## src/rtl/shared_ram_arb_pkg.sv

```systemverilog
// Shared definitions for the shared work-RAM arbiter.
//   arb_state_e : sequencer states (IDLE -> ACCESS -> DATA -> IDLE)
//   DEF_NREQ    : default number of requesters (main, sub, sound CPU)
//   DEF_AW      : default shared-RAM address width (2 KB)
//   slice_lo()  : low bit index of slot idx in a packed vector of width-bit slots
package shared_ram_arb_pkg;

  typedef enum logic [1:0] {
    ST_IDLE   = 2'd0,
    ST_ACCESS = 2'd1,
    ST_DATA   = 2'd2
  } arb_state_e;

  localparam int DEF_NREQ = 3;
  localparam int DEF_AW   = 11;

  function automatic int slice_lo(input int idx, input int width);
    return idx * width;
  endfunction

endpackage

```

## src/rtl/rr_pick.sv

```systemverilog
// Combinational round-robin picker. Shared with the interrupt/NMI scheduling
// logic, so it carries no state of its own.
//   pend_i : per-requester pending vector
//   last_i : index of the most recent winner
//   win_o  : winner, first pending requester searching from last_i+1 mod NREQ
//   any_o  : at least one requester is pending
module rr_pick
  import shared_ram_arb_pkg::*;
#(
  parameter int NREQ = DEF_NREQ,
  parameter int IW   = $clog2(NREQ)
) (
  input  logic [NREQ-1:0] pend_i,
  input  logic [IW-1:0]   last_i,
  output logic [IW-1:0]   win_o,
  output logic            any_o
);

  logic [IW-1:0] idx;

  // Walk from the farthest candidate to the nearest so that the nearest
  // pending requester after last_i is the one left in win_o.
  always_comb begin
    win_o = '0;
    any_o = 1'b0;
    idx   = '0;
    for (int k = NREQ; k >= 1; k--) begin
      idx = IW'((int'(last_i) + k) % NREQ);
      if (pend_i[idx]) begin
        win_o = idx;
        any_o = 1'b1;
      end
    end
  end

endmodule

```

## src/rtl/shared_ram_arbiter.sv

```systemverilog
// Shares one single-port synchronous work RAM between NREQ CPU cores.
// One access at a time, three cycles each (IDLE grant, ACCESS, DATA).
//
// Handshake: a requester raises REQ_RD or REQ_WR (level) and holds it until
// it sees REQ_DV. REQ_DV stays high while the strobe is held; the requester
// must then drop both strobes for at least one cycle before its next access.
// RD and WR together count as a write.
//
// Ports:
//   CLK, RESET_N        : clock, synchronous active-low reset
//   REQ_RD/REQ_WR       : per-requester read/write strobes
//   REQ_AD/REQ_DO       : packed per-requester address / write data
//   REQ_DI/REQ_DV       : packed per-requester read data / access complete
//   RAM_AD/RAM_WE/RAM_DO: registered RAM address, write enable, write data
//   RAM_DI              : RAM read data, one cycle after RAM_AD
//   DBG_STATE           : current sequencer state (arb_state_e encoding)
module shared_ram_arbiter
  import shared_ram_arb_pkg::*;
#(
  parameter int NREQ = DEF_NREQ,
  parameter int AW   = DEF_AW
) (
  input  logic              CLK,
  input  logic              RESET_N,
  input  logic [NREQ-1:0]   REQ_RD,
  input  logic [NREQ-1:0]   REQ_WR,
  input  logic [NREQ*AW-1:0] REQ_AD,
  input  logic [NREQ*8-1:0] REQ_DO,
  output logic [NREQ*8-1:0] REQ_DI,
  output logic [NREQ-1:0]   REQ_DV,
  output logic [AW-1:0]     RAM_AD,
  output logic              RAM_WE,
  output logic [7:0]        RAM_DO,
  input  logic [7:0]        RAM_DI,
  output logic [1:0]        DBG_STATE
);

  localparam int IW = $clog2(NREQ);

  arb_state_e        state_q, state_d;
  logic [IW-1:0]     last_q, last_d;
  logic [IW-1:0]     win_q, win_d;
  logic              wr_q, wr_d;
  logic [NREQ-1:0]   served_q, served_d;
  logic [AW-1:0]     ram_ad_q, ram_ad_d;
  logic [7:0]        ram_do_q, ram_do_d;
  logic              ram_we_q, ram_we_d;
  logic [NREQ*8-1:0] di_q, di_d;

  logic [NREQ-1:0]   active;
  logic [NREQ-1:0]   pend;
  logic [IW-1:0]     pick_win;
  logic              pick_any;

  assign active = REQ_RD | REQ_WR;
  assign pend   = active & ~served_q;

  rr_pick #(
    .NREQ (NREQ),
    .IW   (IW)
  ) u_pick (
    .pend_i (pend),
    .last_i (last_q),
    .win_o  (pick_win),
    .any_o  (pick_any)
  );

  // State register
  always_ff @(posedge CLK) begin
    if (!RESET_N) state_q <= ST_IDLE;
    else          state_q <= state_d;
  end

  // Next-state logic
  always_comb begin
    state_d = state_q;
    case (state_q)
      ST_IDLE:   if (pick_any) state_d = ST_ACCESS;
      ST_ACCESS: state_d = ST_DATA;
      ST_DATA:   state_d = ST_IDLE;
      default:   state_d = ST_IDLE;
    endcase
  end

  // Output / datapath logic
  always_comb begin
    last_d   = last_q;
    win_d    = win_q;
    wr_d     = wr_q;
    ram_ad_d = ram_ad_q;
    ram_do_d = ram_do_q;
    ram_we_d = 1'b0;      // write strobe lasts only the ACCESS cycle
    di_d     = di_q;

    // served drops once the requester releases both strobes.
    for (int i = 0; i < NREQ; i++) begin
      served_d[i] = active[i] ? served_q[i] : 1'b0;
    end

    case (state_q)
      ST_IDLE: begin
        if (pick_any) begin
          win_d    = pick_win;
          wr_d     = REQ_WR[pick_win];
          ram_we_d = REQ_WR[pick_win];
          ram_ad_d = REQ_AD[slice_lo(int'(pick_win), AW) +: AW];
          ram_do_d = REQ_DO[slice_lo(int'(pick_win), 8) +: 8];
        end
      end
      ST_DATA: begin
        // Completes even if the requester withdrew after the grant; served
        // then falls on the following cycle so REQ_DV never shows.
        if (!wr_q) di_d[slice_lo(int'(win_q), 8) +: 8] = RAM_DI;
        served_d[win_q] = 1'b1;
        last_d          = win_q;
      end
      default: ;
    endcase
  end

  always_ff @(posedge CLK) begin
    if (!RESET_N) begin
      last_q   <= IW'(NREQ - 1);
      win_q    <= '0;
      wr_q     <= 1'b0;
      served_q <= '0;
      ram_ad_q <= '0;
      ram_do_q <= '0;
      ram_we_q <= 1'b0;
      di_q     <= '0;
    end else begin
      last_q   <= last_d;
      win_q    <= win_d;
      wr_q     <= wr_d;
      served_q <= served_d;
      ram_ad_q <= ram_ad_d;
      ram_do_q <= ram_do_d;
      ram_we_q <= ram_we_d;
      di_q     <= di_d;
    end
  end

  assign REQ_DI    = di_q;
  assign REQ_DV    = served_q & active;
  assign RAM_AD    = ram_ad_q;
  assign RAM_WE    = ram_we_q;
  assign RAM_DO    = ram_do_q;
  assign DBG_STATE = state_q;

endmodule

```

## config.mk

```make
export PLATFORM = sky130hd
export DESIGN_NAME = shared_ram_arbiter
export DESIGN_NICKNAME = d
export VERILOG_FILES = /design/src/rtl/shared_ram_arb_pkg.sv /design/src/rtl/rr_pick.sv /design/src/rtl/shared_ram_arbiter.sv
export SDC_FILE = /design/constraint.sdc
export NUM_CORES = 1
export LEC_CHECK = 0
export BUFFER_PORTS_ARGS = -buffer_cell sky130_fd_sc_hd__buf_2
export CAP_MARGIN = 20
export CORE_MARGIN = 5
export CORE_UTILIZATION = 25
export CTS_CLUSTER_DIAMETER = 200
export DETAILED_ROUTE_END_ITERATION = 6
export PLACE_DENSITY = 0.45
export SYNTH_ARGS = -nofsm -noshare
export SYNTH_HDL_FRONTEND = slang
export SYNTH_SLANG_ARGS = --single-unit
```

## constraint.sdc

```tcl
create_clock -name CLK -period 2.65 [get_ports CLK]
set_input_delay 0.3975 -clock CLK [delete_from_list [all_inputs] [get_ports CLK]]
set_output_delay 0.3975 -clock CLK [all_outputs]
set_load 0.02 [all_outputs]
```

**Word-level counts from Yosys, hierarchy flattened**

Index checks and enable logic that the tools add are counted.

- Output and inout bits: 49
- Register bits after elaboration: 54
- Bits of input ports: 73
- Logic and storage cells: 64

- Multipliers: 1
- Shifts and indexed selects: 4
- Div/mod/pow operators: 3
- Add/sub/neg operators: 4
- Muxes and demuxes: 23
- Reductions and logical operators: 5
- Bitwise gates (word level): 6
- Equal/unequal tests: 3
- Order comparisons: 6

Operators by type and width:

| kind | count |
|---|---|
| $mod 32x3->32 const B | 3 |
| $neg 5->33 | 1 |
| $shift 8x33->24 const A | 1 |
| $shiftx 33x7->11 | 1 |
| $shiftx 8x33->24 | 1 |
| $bwmux 24 | 1 |
| $shiftx 24x6->8 | 1 |
| $lt 2x3->1 const B | 5 |
| $mux 1 | 11 |
| $bmux 1 s2 | 4 |
| $mux 2 | 4 |
| $add 2x2->3 const B | 2 |
| $and 3x3->3 | 2 |
| $mul 2x4->6 const B | 1 |
| $or 3x3->3 | 2 |
| $pmux 2 s2 | 1 |
| $reduce_and 2->1 | 2 |
| $add 2x1->3 const B | 1 |
| $mux 3 | 1 |
| $not 3->3 | 1 |
| $reduce_and 3->1 | 1 |
| $demux 1 s2 | 1 |
| $eq 2x1->1 const B | 1 |
| $eq 2x2->1 const B | 1 |
| 5 further kinds | 5 |

**Logic depth before layout (Yosys ltp)**

Gate-level depths: netlist of run 1.

- Depth after elaboration: 9
- Gate-level depth with buffers: 9

**Modules after synthesis**

From an unflattened synthesis of run 1, not the netlist that was laid out.

- Cell total of the unflattened synthesis: 291
- Area total of the unflattened synthesis: 2637.5 sq um

Modules (own cells, without submodules):

| module | seq. area each (sq um) | area an instance (sq um) | instances | cells an instance |
|---|---|---|---|---|
| shared_ram_arbiter | 1081.0 | 2446.1 | 1 | 264 |
| rr_pick | 0.0 | 191.4 | 1 | 27 |

**Worst setup path before layout of run 1**

OpenSTA, ideal clock, no wires.

- Path kind: reg2reg
- Start: register last_q[0]
- End: register ram_ad_q[10] (netlist: RAM_AD[10])
- Library setup time: 0.096 ns
- Buffers on the path: 2
- Required time: 2.554 ns
- Slack: 0.660 ns
- Cell stages (with the launch flop): 10
- Data arrival time: 1.895 ns
- Cell sequence: dfxtp_1 > inv_1 > ha_1 > or2_2 > o22ai_1 > a221o_1 > buf_6 > clkbuf_1 > nand3_1 > o41ai_2

- Word-level cells in the longest chain between the ends: 9

Ends and longest elaborated chain:

| element | line | source |
|---|---|---|
| from (decl) | shared_ram_arbiter.sv:41 | `logic [IW-1:0] last_q, last_d;` |
| from (signal assigned) | shared_ram_arbiter.sv:123 | `last_q <= IW'(NREQ - 1);` |
| from (signal assigned) | shared_ram_arbiter.sv:132 | `last_q <= last_d;` |
| $add 2x2->3 | rr_pick.sv:28 | `idx = IW'((int'(last_i) + k) % NREQ);` |
| $mod 32x3->32 | rr_pick.sv:28 |  |
| $bmux 1 s2 | rr_pick.sv:29 | `if (pend_i[idx]) begin` |
| $mux 1 (implied by the code) | rr_pick.sv:29 |  |
| $mux 2 (3 in a row) | rr_pick.sv:29 |  |
| $mul 2x4->6 | shared_ram_arb_pkg.sv:18 | `return idx * width;` |
| $shiftx 33x7->11 | shared_ram_arbiter.sv:106 | `ram_ad_d = REQ_AD[slice_lo(int'(pick_win), AW) +: AW];` |
| to (signal assigned) | shared_ram_arbiter.sv:136 | `ram_ad_q <= ram_ad_d;` |
| to (decl) | shared_ram_arbiter.sv:45 | `logic [AW-1:0] ram_ad_q, ram_ad_d;` |

Several ways; a longest one is shown, not always the timed one. The select of a mux whose other input is x is not followed.
A chain may end at the register's enable or synchronous reset.

**Final worst setup path of run 1**

- Start: register last_q[0]
- End: register ram_ad_q[5] (netlist: RAM_AD[5])

Same word-level chain as after synthesis.

==> flow_summary.ini, run 1 <==
[routing]
wl_per_cell_um = 15.28
drc = 0
ant_nets = 0
dr.pass1.iters = 4
num_vias = 2757
first_iter_violations = 119
wl_um = 8773
routed_via_density = 4.803

[cts]
clock_path_buffers = 2
cts.sinks = 54
hold_buffers = 0
numCtsBuffers = 5
h-tree-depth = 2
clock_latency_ns = 0.32
cts_tree = yes
postCtsSetupBuffers = 0
clk_pin_slew_ns = 0.12
cts-resized-gates = 0
root_buffer = clkbuf_8

[synthesis]
synth.largest_area_cell = dfxtp_1
synthAdderAreaFrac_pct = 4.126
synthTopCellsByArea = dfxtp_1 40%, o41ai_2 11%, nand3_1 8.0%, a21oi_1 5.2%, nand2_1 4.3%
synth_top_area_share_pct = 40.06
synth_top_family_by_area = compound AO/OA/AOI/OAI gates
synthMuxAreaShare_pct = 1.113
yosys_register_bits = 54
synth_xor_xnor_area_share_pct = 0
synth_compound_area_share_pct = 26.10
ys_warn_count = 0
syn_nets = 398
synthCells = 317
synth_area_per_cell_sq_um = 8.514
synth-simple-area-share_pct = 23.27
ys_seq_area_share_pct = 40.06
ys_types = 37
syn_area_sq_mm = 0.002699

[global_routing]
grt_max_degree = 41
grt_pass1_vias = 2749
grt_overflow = 0
grtUsageTotal_pct = 13.53
antenna_found_initial = 0
grt_pass1_wl_um = 14230

[placed_design]
portBuffers = 121
gp_congestion = 0.7661
preCtsSetupSlack_ns = 0.03778
placed_area_sq_mm = 0.003483
dp_hpwl_um = 6556

[run_status]
status = complete, no violations

[finish]
design_area_sq_mm = 0.003578
fill_cells = 1171
post-route-util_pct = 33.45
layout_commonest_cell = buf_2
nets = 514
syn_to_final_growth_pct = 32.59
antenna_cells = 0
final_cell_mix = 121 x buf_2, 54 x dfxtp_1, 43 x nand3_1
drive_gt1_share_pct = 38.02

[sta]
fmax_ghz = 0.4330
max_slew.worst_pin.slew_ns = 0.6030
period_share_pct = 87.16
finalCriticalPeriod_ns = 2.310
final-max-slew-violation-count = 0
fin_tns_setup_ns = 0
rsz0062_at_grt = false
skew_ns = 0.01289
setup_violations = 0
relSlewSlack_pct = 59.76
setup_slack_ns = 0.3403
hold_viol_final = 0

[floorplanning]
rows = 38
io_pins = 122
start_util_pct = 25.23
die-area_sq_mm = 0.01297
die_h_um = 113.9
core_sq_mm = 0.01070
die_w_um = 113.9

[power]
peakVddDrop_uv = 237.2
leakage_nw = 1.603
p_switching_w = 0.0006852
p_comb_share_pct = 28.7
intPower_w = 0.001300
switching_share_pct = 34.52
seq_power_share_pct = 46.1
pwr-share-clk_pct = 25.2
powerDensity_mw_per_mm2 = 554.7

[critical_path]
cp-start-kind = flop
criticalPathCategory = reg -> reg
rrSetupSlack_ns = 0.34
arrival_ns = 2.53
required_ns = 2.87
cp_max_fo = 21
endpoint_kind = flop

[worst_hold_path]
hold_class = in -> reg

[job]
maxCapViolCount = 0
==> path summary, 6_finish.rpt <==
check,startpoint,to,cells past startpoint
setup / recovery,last_q[0]$_SDFFE_PN0N_,RAM_AD[5]$_SDFFE_PN0P_,7
hold reg to reg,REQ_DI[0]$_SDFFE_PN0P_,REQ_DI[0]$_SDFFE_PN0P_,2
setup reg to reg,last_q[0]$_SDFFE_PN0N_,RAM_AD[5]$_SDFFE_PN0P_,7
hold / removal,RAM_DI[7],REQ_DI[7]$_SDFFE_PN0P_,3
==> through the flow <==
step                hold WS, ns  instances  power (W)
floorplan                0.4536        317   0.001290
global placement         0.4396        566   0.001503
detailed placement       0.4451        566   0.001510
CTS                      0.3349        574   0.002024
global route             0.3335        574   0.002107
finish                   0.3526        574   0.001985
==> routing by layer <==
layer	vias up	GRT usage, %	share of wire, %
met5	-	0	0
met4	0	2.850	0.88
met3	6	3.820	6.9
met2	84	21.48	46
met1	1297	18.41	46
li1	1370	-	-
==> cell usage after synthesis, drive strengths merged <==
cell type	n
ha	8
a21oi	28
nor2b	1
a31oi	1
nor3b	4
nor2	28
buf	8
nor3	19
nand2	31
o21bai	1
and3	1
a2bb2oi	2
clkbuf	14
a221o	1
o21a	3
o41ai	20
maj3	1
nand3	44
o21ai	20
dfxtp	54
inv	9
and2	5
or2	1
o22ai	1
o31ai	1
a211oi	1
o211a	1
o211ai	2
nand2b	1
o21ba	2
mux2i	3
a32o	1
==> layout make-up <==
| class | instances | area (sq um) | area share (%) |
|---|---|---|---|
| well taps | 140 | 175.2 | 4.895 |
| repair buffers | 131 | 718.2 | 20.07 |
| multi-input cells | 232 | 1476 | 41.26 |
| clock buffers | 5 | 68.82 | 1.923 |
| flip-flops and latches | 54 | 1081 | 30.21 |
| clock inverters | 3 | 25.02 | 0.6993 |
| inverters | 9 | 33.78 | 0.9441 |
==> critical path: stages (launching register included) <==
cell and delay [ns]:
dfxtp_1 0.36, inv_1 0.05, ha_1 0.36, and2_1 0.19
a2bb2oi_1 0.26, and3_2 0.56, nor3_1 0.13, o41ai_2 0.28
==> registers in the layout, summed over array words and instances, names as in the netlist <==
| name | cells |
|---|---|
| served_q | 3 |
| RAM_DO | 8 |
| win_q | 2 |
| RAM_AD | 11 |
| DBG_STATE | 2 |
| RAM_WE | 1 |
| wr_q | 1 |
| REQ_DI | 24 |
| last_q | 2 |
==> logic make-up after synthesis <==
kind of cell	count (synthesis)
AO/OA/AOI/OAI	85
adder cells (fa/ha/maj)	9
buffers and inverters	31
flip-flops	54
multiplexers	3
AND/OR/NAND/NOR	135
==> power groups by stage <==
stage | Clock (W) | Sequential (W) | Combinational [W]
2_1_floorplan | 0 | 0.000997 | 0.000293
3_3_place_gp | 0 | 0.000932 | 0.000571
3_5_place_dp | 0 | 0.000933 | 0.000576
4_1_cts | 0.000531 | 0.000916 | 0.000578
5_1_grt | 0.000560 | 0.000924 | 0.000623
6_report | 0.000500 | 0.000915 | 0.000570
(Power assumes the default switching activity.)
==> run 2: changes to the inputs <==
- ABC_AREA: unset -> 1
- PLACE_DENSITY: 0.45 -> 0.44
==> run 2 against run 1 <==
Net effect:
- non-clock buffer count down 3
- cell area up 7.8%
- register-to-register slack improved by 0.20 ns
- critical endpoint is now RAM_DO[2]$_SDFFE_PN0P_
- combinational power grew 110%
- hold slack improved by 0.041 ns
- synthesized cell count is 36% higher
- routed wire length up 16%
- worst setup slack better by 0.20 ns
- via count rose by 15%
==> flow_summary.ini, run 2 <==
[run_status]
status = complete, no violations

[synthesis]
syn_nets = 513
synth_area_per_cell_sq_um = 6.960
synth_edf_count = 0
yosys_register_bits = 54
ys_types = 28
synthCells = 432
ys_seq_area_share_pct = 35.96
synthTopCellsByArea = dfxtp_1 36%, nand2_1 20%, nand4_1 5.2%, a21oi_1 5.2%, nand3_2 4.0%
syn_area_sq_mm = 0.003007
synthTopCellsByCount = 157 x nand2_1, 54 x dfxtp_1, 31 x a21oi_1
synth_top_area_share_pct = 35.96
yosysMostFrequentCell = nand2_1
ys_async_sr_fraction_pct = 0
synth.largest_area_cell = dfxtp_1
ys_warn_count = 0
synth_ff_type = dfxtp_1

[cts]
clk_pin_slew_ns = 0.08
cts-resized-gates = 0
cts_tree = yes
clock_latency_ns = 0.30
cts.sinks = 54
root_buffer = clkbuf_16
postCtsSetupBuffers = 0
numCtsBuffers = 5
h-tree-depth = 2
clock_path_buffers = 2
hold_buffers = 0

[sta]
relSlewSlack_pct = 68.48
fmax_ghz = 0.4734
hold_viol_final = 0
rsz0062_at_grt = false
finalCriticalPeriod_ns = 2.112
setup_violations = 0
period_share_pct = 79.71
skew_ns = 0.009895
final-max-slew-violation-count = 0
fin_tns_setup_ns = 0
max_slew.worst_pin.slew_ns = 0.4721
whs_ns = 0.3932

[finish]
largest_reg_flops = 24
nets = 625
antenna_cells = 0
layout_commonest_cell = nand2_1
syn_to_final_growth_pct = 28.34
final_cell_mix = 157 x nand2_1, 121 x buf_2, 54 x dfxtp_1
drive_gt1_share_pct = 30.46

[floorplanning]
die_w_um = 119.7
core_sq_mm = 0.01191
die_h_um = 119.7
io_pins = 122
die-area_sq_mm = 0.01432
rows = 40
start_util_pct = 25.24

[power]
switching_share_pct = 42.96
peakVddDrop_uv = 350.3
p_comb_share_pct = 41.3
p_switching_w = 0.001251
p_total_w = 0.002912
seq_power_share_pct = 34.5
powerDensity_mw_per_mm2 = 754.7
pwr-share-clk_pct = 24.2
intPower_w = 0.001661
leakage_nw = 2.105

[placed_design]
gp_congestion = 0.9457
dp_hpwl_um = 7535
portBuffers = 121

[routing]
drc = 0
wl_per_cell_um = 14.75
wl_um = 10210
num_vias = 3182
ant_nets = 0
first_iter_violations = 196
routed_via_density = 4.598
dr.pass1.iters = 5

[critical_path]
cp-start-kind = flop
endpoint_kind = flop
required_ns = 2.89
cp_max_fo = 26
criticalPathCategory = reg -> reg
arrival_ns = 2.35

[global_routing]
grt_max_degree = 34
antenna_found_initial = 0
grtUsageTotal_pct = 14.02
grt_overflow = 0
grt_pass1_wl_um = 16460
grt_pass1_vias = 3260

[worst_hold_path]
hold_class = in -> reg

[job]
maxCapViolCount = 0
==> run 2: cell count changes after synthesis, moves of 11 or more <==
cell     previous run  this run
nand3_2             1        12
nand2_1            31       157
nand3_1            43        21
inv_1               9        30
nand4_1             0        25
nor2_1             28         8
o41ai_2            19         0
==> run 2: through the flow <==
step	instance area [sq um]	util (%)	std cells	setup slack (ns)
after floorplan	3007	-	432	0.8510
after global placement	3705	31.10	684	0.6075
after detailed placement	3705	31.10	684	0.5499
after CTS	3859	32.40	692	0.5228
after global routing	3859	32.40	692	0.3230
final	3859	32.40	692	0.5376
==> run 2: power by group through the flow <==
stage / combinational (W) / sequential, W / clock, W
2_1_floorplan: 0.000751 / 0.00114 / 0
3_3_place_gp: 0.00120 / 0.00102 / 0
3_5_place_dp: 0.00121 / 0.00102 / 0
4_1_cts: 0.00122 / 0.00101 / 0.000729
5_1_grt: 0.00135 / 0.00102 / 0.000757
6_report: 0.00120 / 0.00101 / 0.000705
==> run 2: per-layer routing <==
| metal | wire (um) | vias up | global-route usage (%) |
|---|---|---|---|
| met5 | 0 | - | 0 |
| met4 | 79 | 0 | 3.078 |
| met3 | 551 | 4 | 3.393 |
| met2 | 4874 | 81 | 24.19 |
| met1 | 4702 | 1444 | 17.73 |
| li1 | - | 1653 | - |
==> run 2: layout make-up <==
cell class                      count  area, sq um
Tap cell                          147        183.9
Clock buffer                        5        125.1
Inverter                           36        135.1
Timing Repair Buffer              128        658.1
Sequential cell                    54         1081
Fill cell                        1344         8053
Clock inverter                      3        28.78
Multi-Input combinational cell    319         1647
==> run 2: worst paths after layout <==
path                                from                       to  slack, ns  cells after the start
setup / recovery  last_q[0]$_SDFFE_PN0N_   RAM_DO[2]$_SDFFE_PN0P_       0.54                     11
hold / removal                REQ_AD[32]  RAM_AD[10]$_SDFFE_PN0P_       0.39                      3
setup reg to reg  last_q[0]$_SDFFE_PN0N_   RAM_DO[2]$_SDFFE_PN0P_       0.54                     11
hold reg to reg   last_q[0]$_SDFFE_PN0N_   last_q[0]$_SDFFE_PN0N_       0.49                      2
==> run 2: cells by family (layout without fill, tap and decap cells) <==
kind of cell | after synthesis | after routing | share of synthesized area (%)
AND/OR/NAND/NOR | 249 | 249 | 39.66
buffers and inverters | 59 | 172 | 9.279
AO/OA/AOI/OAI | 62 | 62 | 11.78
adder cells (fa/ha/maj) | 8 | 8 | 3.329
flip-flops | 54 | 54 | 35.96
==> run 2: worst max-delay path: stages, from the launching register on <==
cell and delay, ns:
dfxtp_1 0.34, inv_1 0.06, ha_1 0.35, inv_2 0.12
nand3_1 0.09, nand2_1 0.15, nand2_4 0.09, nand4_4 0.12
nand2_8 0.16, nor2_8 0.36, nand3_1 0.13, nand2_1 0.08
